### config.mk
export PLATFORM = sky130hd
export DESIGN_NAME = rv32_hazard_ctrl
export DESIGN_NICKNAME = d
export VERILOG_FILES = /design/src/rtl/rv32_hazard_ctrl.sv
export SDC_FILE = /design/constraint.sdc
export NUM_CORES = 1
export LEC_CHECK = 0
export CORE_MARGIN = 2
export CORE_UTILIZATION = 30
export CTS_BUF_LIST = sky130_fd_sc_hd__clkbuf_16
export DETAILED_ROUTE_END_ITERATION = 16
export PLACE_DENSITY = 0.58
export SLEW_MARGIN = 15
export SYNTH_ARGS = -nofsm -noshare
export SYNTH_HDL_FRONTEND = slang
export SYNTH_SLANG_ARGS = --single-unit
### constraint.sdc
create_clock -name clk -period 3.96 [get_ports clk]
set_input_delay 1.188 -clock clk [delete_from_list [all_inputs] [get_ports clk]]
set_output_delay 1.188 -clock clk [all_outputs]
set_load 0.01 [all_outputs]
### src/rtl/rv32_hazard_ctrl.sv
// Pipeline hazard controller for a 5-stage RV32 core: resolves memory waits, taken
// branches and load-use hazards into per-stage stall/flush controls, and counts stalled cycles.
module rv32_hazard_ctrl #(
    parameter int COUNT_WIDTH = 16
) (
    input  logic                   clk,
    input  logic                   rst_n,
    input  logic [4:0]             decode_rs1_in,
    input  logic [4:0]             decode_rs2_in,
    input  logic                   decode_rs1_read_in,
    input  logic                   decode_rs2_read_in,
    input  logic [4:0]             execute_rd_in,
    input  logic                   execute_mem_read_en_in,
    input  logic                   branch_taken_in,
    input  logic                   dmem_req_in,
    input  logic                   dmem_ready_in,
    output logic                   fetch_stall_out,
    output logic                   decode_stall_out,
    output logic                   execute_stall_out,
    output logic                   mem_stall_out,
    output logic                   decode_flush_out,
    output logic                   execute_flush_out,
    output logic [COUNT_WIDTH-1:0] stall_count_out
);

    typedef enum logic [1:0] {RUN, MEM_WAIT, FLUSH} state_e;

    state_e                 state_q, state_d;
    logic [COUNT_WIDTH-1:0] stall_count_q, stall_count_d;
    logic                   mem_wait;
    logic                   rs1_hit, rs2_hit, load_use;

    assign mem_wait = dmem_req_in && !dmem_ready_in;
    assign rs1_hit  = decode_rs1_read_in && (decode_rs1_in == execute_rd_in);
    assign rs2_hit  = decode_rs2_read_in && (decode_rs2_in == execute_rd_in);
    assign load_use = execute_mem_read_en_in && (execute_rd_in != 5'd0) && (rs1_hit || rs2_hit);

    always_comb begin
        fetch_stall_out   = 1'b0;
        decode_stall_out  = 1'b0;
        execute_stall_out = 1'b0;
        mem_stall_out     = 1'b0;
        decode_flush_out  = 1'b0;
        execute_flush_out = 1'b0;
        state_d           = RUN;
        if (!rst_n) begin
            // Bubbles flow into decode/execute while held in reset.
            decode_flush_out  = 1'b1;
            execute_flush_out = 1'b1;
        end else if (mem_wait) begin
            fetch_stall_out   = 1'b1;
            decode_stall_out  = 1'b1;
            execute_stall_out = 1'b1;
            mem_stall_out     = 1'b1;
            state_d           = MEM_WAIT;
        end else if (branch_taken_in) begin
            decode_flush_out  = 1'b1;
            execute_flush_out = 1'b1;
            state_d           = FLUSH;
        end else if (load_use) begin
            fetch_stall_out   = 1'b1;
            decode_stall_out  = 1'b1;
            execute_flush_out = 1'b1;
        end else if (state_q == FLUSH) begin
            // Squash the fetch that was already in flight when the branch resolved.
            decode_flush_out  = 1'b1;
        end
    end

    always_comb begin
        stall_count_d = stall_count_q;
        if (fetch_stall_out && (stall_count_q != {COUNT_WIDTH{1'b1}}))
            stall_count_d = stall_count_q + COUNT_WIDTH'(1);
    end

    always_ff @(posedge clk or negedge rst_n) begin
        if (!rst_n) begin
            state_q       <= RUN;
            stall_count_q <= '0;
        end else begin
            state_q       <= state_d;
            stall_count_q <= stall_count_d;
        end
    end

    assign stall_count_out = stall_count_q;

endmodule

; ---- Yosys cells after proc, flatten, opt, wreduce, memory -nomap -nowiden
; Cells that the tools add are included.
[word_totals]
rom_bits = 0
out_inout_bits = 22
input_bits = 23
word_cells = 33
latchBits = 0
mem_count = 0
ff_bits = 18
mem_bits_rw = 0
[op_classes]
n_reduce_logical = 9
n_eq_ne = 4
muxes = 17
n_addsub = 1
n_div = 0
bitwise = 0
n_mul = 0
magnitude_cmp = 0
n_shift = 0
[op_table]
columns = operator, n
row1 = "16-bit by 1-bit adder with 16-bit output, second input constant", 1
row2 = "16-bit != test, second input constant", 1
row3 = 1-bit 2-to-1 mux, 14
row4 = 5-bit == test, 2
row5 = 1-bit logical AND, 6
row6 = 2-bit 2-to-1 mux, 3
row7 = 5-bit nonzero test, 1
row8 = "2-bit == test, second input constant", 1
row9 = 1-bit zero test, 1
row10 = 1-bit logical OR, 1

; ---- Longest topological paths before layout
[depth]
word_depth = 9
depth_mapped = 8
ltp_nobuf = 6

; ---- Worst setup path before layout
; Ideal clock, no wire load.
[synth_path]
kind = input port to output port
from = input port execute_rd_in[0]
to = output port decode_flush_out
setup_slack_ns = 0.236
required_ns = 2.772
arrival_ns = 2.536
stages = 7
n_path_buf = 2
cell_sequence = or4_1 o21ai_2 nor3b_1 a21o_1 buf_6 buf_6 a21oi_1
[synth_between]
elab_chain_cells = 8
word_cells_on_any_way = 12
classes_between = eq/ne: 2 / mux: 4 / reduce/logical: 6
[synth_rtl]
columns = item, line
row1 = from (decl), 12  ; input logic [4:0] execute_rd_in,
row2 = 5-bit == test (on tied branches), "34, 35"
row3 = 1-bit logical AND (on tied branches), "34, 35"
row4 = 1-bit logical OR, 36  ; assign load_use = execute_mem_read_en_in && (execute_rd_in != 5'd0) && (rs1_hit || rs2_hit);
row5 = 1-bit logical AND (*), 36
row6 = 1-bit 2-to-1 mux (*), 60  ; end else if (load_use) begin
row7 = 1-bit 2-to-1 mux (*), 56  ; end else if (branch_taken_in) begin
row8 = 1-bit 2-to-1 mux (*), 50  ; end else if (mem_wait) begin
row9 = 1-bit 2-to-1 mux (*), 46  ; if (!rst_n) begin
row10 = to (decl), 21  ; output logic decode_flush_out,
; Every way passes the cells marked *; elsewhere a longest branch is shown, timed or not.

; ---- Worst setup path after layout
[layout_path]
from = input port execute_rd_in[2]
to = output port decode_stall_out
[layout_between]
elab_chain_cells = 8
word_cells_on_any_way = 12
classes_between = eq/ne: 2 / mux: 4 / reduce/logical: 6
[layout_rtl]
columns = item, line
row1 = 5-bit == test (on tied branches), "34, 35"
row2 = 1-bit logical AND (on tied branches), "34, 35"
row3 = 1-bit logical OR, 36
row4 = 1-bit logical AND (*), 36
row5 = 1-bit 2-to-1 mux (*), 60
row6 = 1-bit 2-to-1 mux (*), 56
row7 = 1-bit 2-to-1 mux (*), 50
row8 = 1-bit 2-to-1 mux (*), 46
row9 = to (decl), 18  ; output logic decode_stall_out,
; Marks and branches as above.

==> results.md <==
- Status: finished, final reports clean
- Clk sinks: 18
- CP arrival: 2640 ps
- CTS root buffer: clkbuf_16
- Maxcap violations: 0
- Fin cells: 203
- Routed wire length: 2380 um
- Top FF cell, synth: dfrtp_1
- Fin Clk Skew: 2.26 ps
- Worst VDD drop: 0.000259 V
- Clock Power Share: 0.336
- Clk Latency, worst-skew pair: 250 ps
- DR WL/cell: 11.7 um
- Placed wire-length estimate: 1880 um
- I/O Buffers: 44
- Syn Nets: 126
- Logic pwr share: 0.264
- H-tree depth: 1
- Number of remaining DRC errors: 0
- I/O pins: 45
- Die Ht: 62.7 um
- Period utilisation layout: 0.966
- Top cells by count, synth: xnor2_1, dfrtp_1, and3_1
- Core box area: 0.00331 mm2
- Hold crit path type: reg -> reg
- Hold-fix buffers, CTS: 0
- Filler Cell Count: 342
- Register bit total from synthesis: 18
- Seq. cell area: 450 um2
- Post-synthesis cell type count: 24
- Cell Rows: 21
- F_max: 0.261 GHz
- Sw Share: 0.260
- Internal power: 441 uW
- Area of the multi-input gates: 552 um2
- First-pass GRT wire length: 4080 um
- Largest net degree at the start of global routing: 17
- Hold path start: stall_count_out[15]
- Synth area leaders: dfrtp_1, xnor2_1, and3_1, nand4_1, nand3_1
- Placed Cells: 199
- Critical Path Source: execute_rd_in[2]
- DRT antenna net count: 0
- P per Cell Area: 359 mW/mm2
- Area leader, netlist: dfrtp_1
- Mean post-synth cell area: 10.1 um2
- Mapped Cells: 102
- Setup Total Neg Slack: 0 ps
- Total CTS buffers: 3
- Worst Tran Pin Value: 348 ps
- CTS tree: yes
- Drt first pass iters: 4
- Initial antenna violation count: 0
- RD Place Congestion: 0.786
- Post-synth EDFFs: 0
- Most common cell in the netlist: xnor2_1
- GRT overflow: 0
- Mapped Area: 0.00103 mm2
- Share of layout cells above drive strength 1: 0.166
- Sequential area share after synthesis: 0.436
- FF-to-FF Start: stall_count_out[0]
- Hold Slack: 482 ps
- Starting DRT DRC Count: 37
- Fraction of registers with async set/reset: 1.00
- Reg power frac: 0.399
- Utilization after layout: 0.502
- Crit end category: output pin
- RSZ-0062 raised after global routing: false
- Antenna diodes: 0
- Startpoint Class: input port
- Max-slew violation count: 0
- Initial core utilization: 0.312
- CTS max path bufs: 2
- Worst EP required: 2770 ps
- Via count: 938
- Net total in the final layout: 182
- YS warnings: 0
- Die ar.: 0.00393 mm2
- Final Hold Viols: 0
- Post-CTS setup buffers: 0
- Clock transition at path regs: 50 ps
- Relative slew slack: 0.767
- Leak: 0.727 nW
- Min Tclk post-route: 3820 ps
- Worst-path fanout max: 4
- Die X: 62.7 um
- Psw: 155 uW
- Vias in the first global route: 945
- Setup violators final: 0
- Vias/cell: 4.62
- Kind of critical path: in -> out
- GRT Resource Usage Total: 0.130
- Area grow syn2layout: 60.9%
- Yosys top cell area share: 0.436
==> through the flow <==
step	setup WS (ps)	cell area (um2)	power, mW
global placement	-453	1580	0.397
finish	136	1660	0.596
global route	79.4	1660	0.629
CTS	11.1	1650	0.601
floorplan	236	1030	0.301
detailed placement	-448	1580	0.400
==> routing by layer <==
metal	wire length [um]	share of wire	GRT usage
met1	1160	0.49	0.169
met2	1090	0.46	0.208
met3	99	0.042	0.0360
met4	23	0.0097	0.0472
met5	0	0	0
==> worst max-delay path, stage by stage <==
cell and delay (ps):
dlygate4sd2_1 240, or4_4 530, o21ai_2 130, nor3b_1 60
a21o_1 190, buf_4 150, buf_2 130
==> power by group through the flow <==
| stage | logic (mW) | clock network, mW | registers [mW] |
|---|---|---|---|
| final | 0.158 | 0.201 | 0.238 |
| after global routing | 0.172 | 0.215 | 0.243 |
| after CTS | 0.159 | 0.204 | 0.238 |
| after detailed placement | 0.160 | 0 | 0.240 |
| after global placement | 0.158 | 0 | 0.240 |
| after floorplan | 0.0548 | 0 | 0.246 |
==> final timing paths <==
path                                       end  slack (ps)  depth (start not counted)
setup / recovery              decode_stall_out         140                          7
hold reg to reg            stall_count_out[15]         480                          1
hold / removal             stall_count_out[15]         480                          1
max in group asynchronous  stall_count_out[12]        2420                          2
min in group asynchronous           state_q[1]        1290                          2
setup reg to reg            stall_count_out[1]        1940                          7
==> area by class of cell <==
type / instances / area share
Multi-Input combinational cell: 76 / 0.332
Timing Repair Buffer: 56 / 0.309
Sequential cell: 18 / 0.271
Clock buffer: 3 / 0.0451
Tap cell: 46 / 0.0346
Inverter: 3 / 0.00677
Clock inverter: 1 / 0.00226
==> placed cells by master, fill, tap and decap left out <==
| cell type | n |
|---|---|
| nor3b_1 | 1 |
| a21oi_1 | 2 |
| o21ai_2 | 1 |
| nor2_1 | 3 |
| dfrtp_1 | 18 |
| or4_4 | 1 |
| mux2i_1 | 1 |
| nor2b_1 | 2 |
| clkbuf_2 | 1 |
| xnor2_2 | 1 |
| dlygate4sd2_1 | 2 |
| ha_1 | 1 |
| a21oi_2 | 1 |
| and3_1 | 10 |
| o22ai_2 | 1 |
| clkinv_1 | 1 |
| nand4_1 | 9 |
| buf_2 | 3 |
| nand2_1 | 4 |
| xnor2_1 | 23 |
| clkdlybuf4s50_1 | 36 |
| nand3_1 | 9 |
| mux2_2 | 1 |
| inv_1 | 3 |
| dlymetal6s2s_1 | 2 |
| clkbuf_16 | 3 |
| a21o_1 | 1 |
| buf_4 | 12 |
| nand3_2 | 1 |
| and4_1 | 1 |
| nand2b_1 | 2 |
==> state kept, by name, indices dropped and copies added, names as in the netlist <==
signal and flops:
stall_count_out 16, state_q 2
==> kinds of logic after synthesis <==
group                    synth area share
buffers and inverters              0.0508
AND/OR/NAND/NOR                     0.241
flip-flops                          0.436
XOR/XNOR                            0.203
AO/OA/AOI/OAI                      0.0363
adder cells (fa/ha/maj)            0.0121
multiplexers                       0.0206
==> timing repair <==
action,CTS,global route
gates resized for setup,18,5
pin swaps,3,3
hold endpoints to repair,0,0
setup endpoints to repair,4,4
Note: power is estimated with default switching activity, not from simulation.
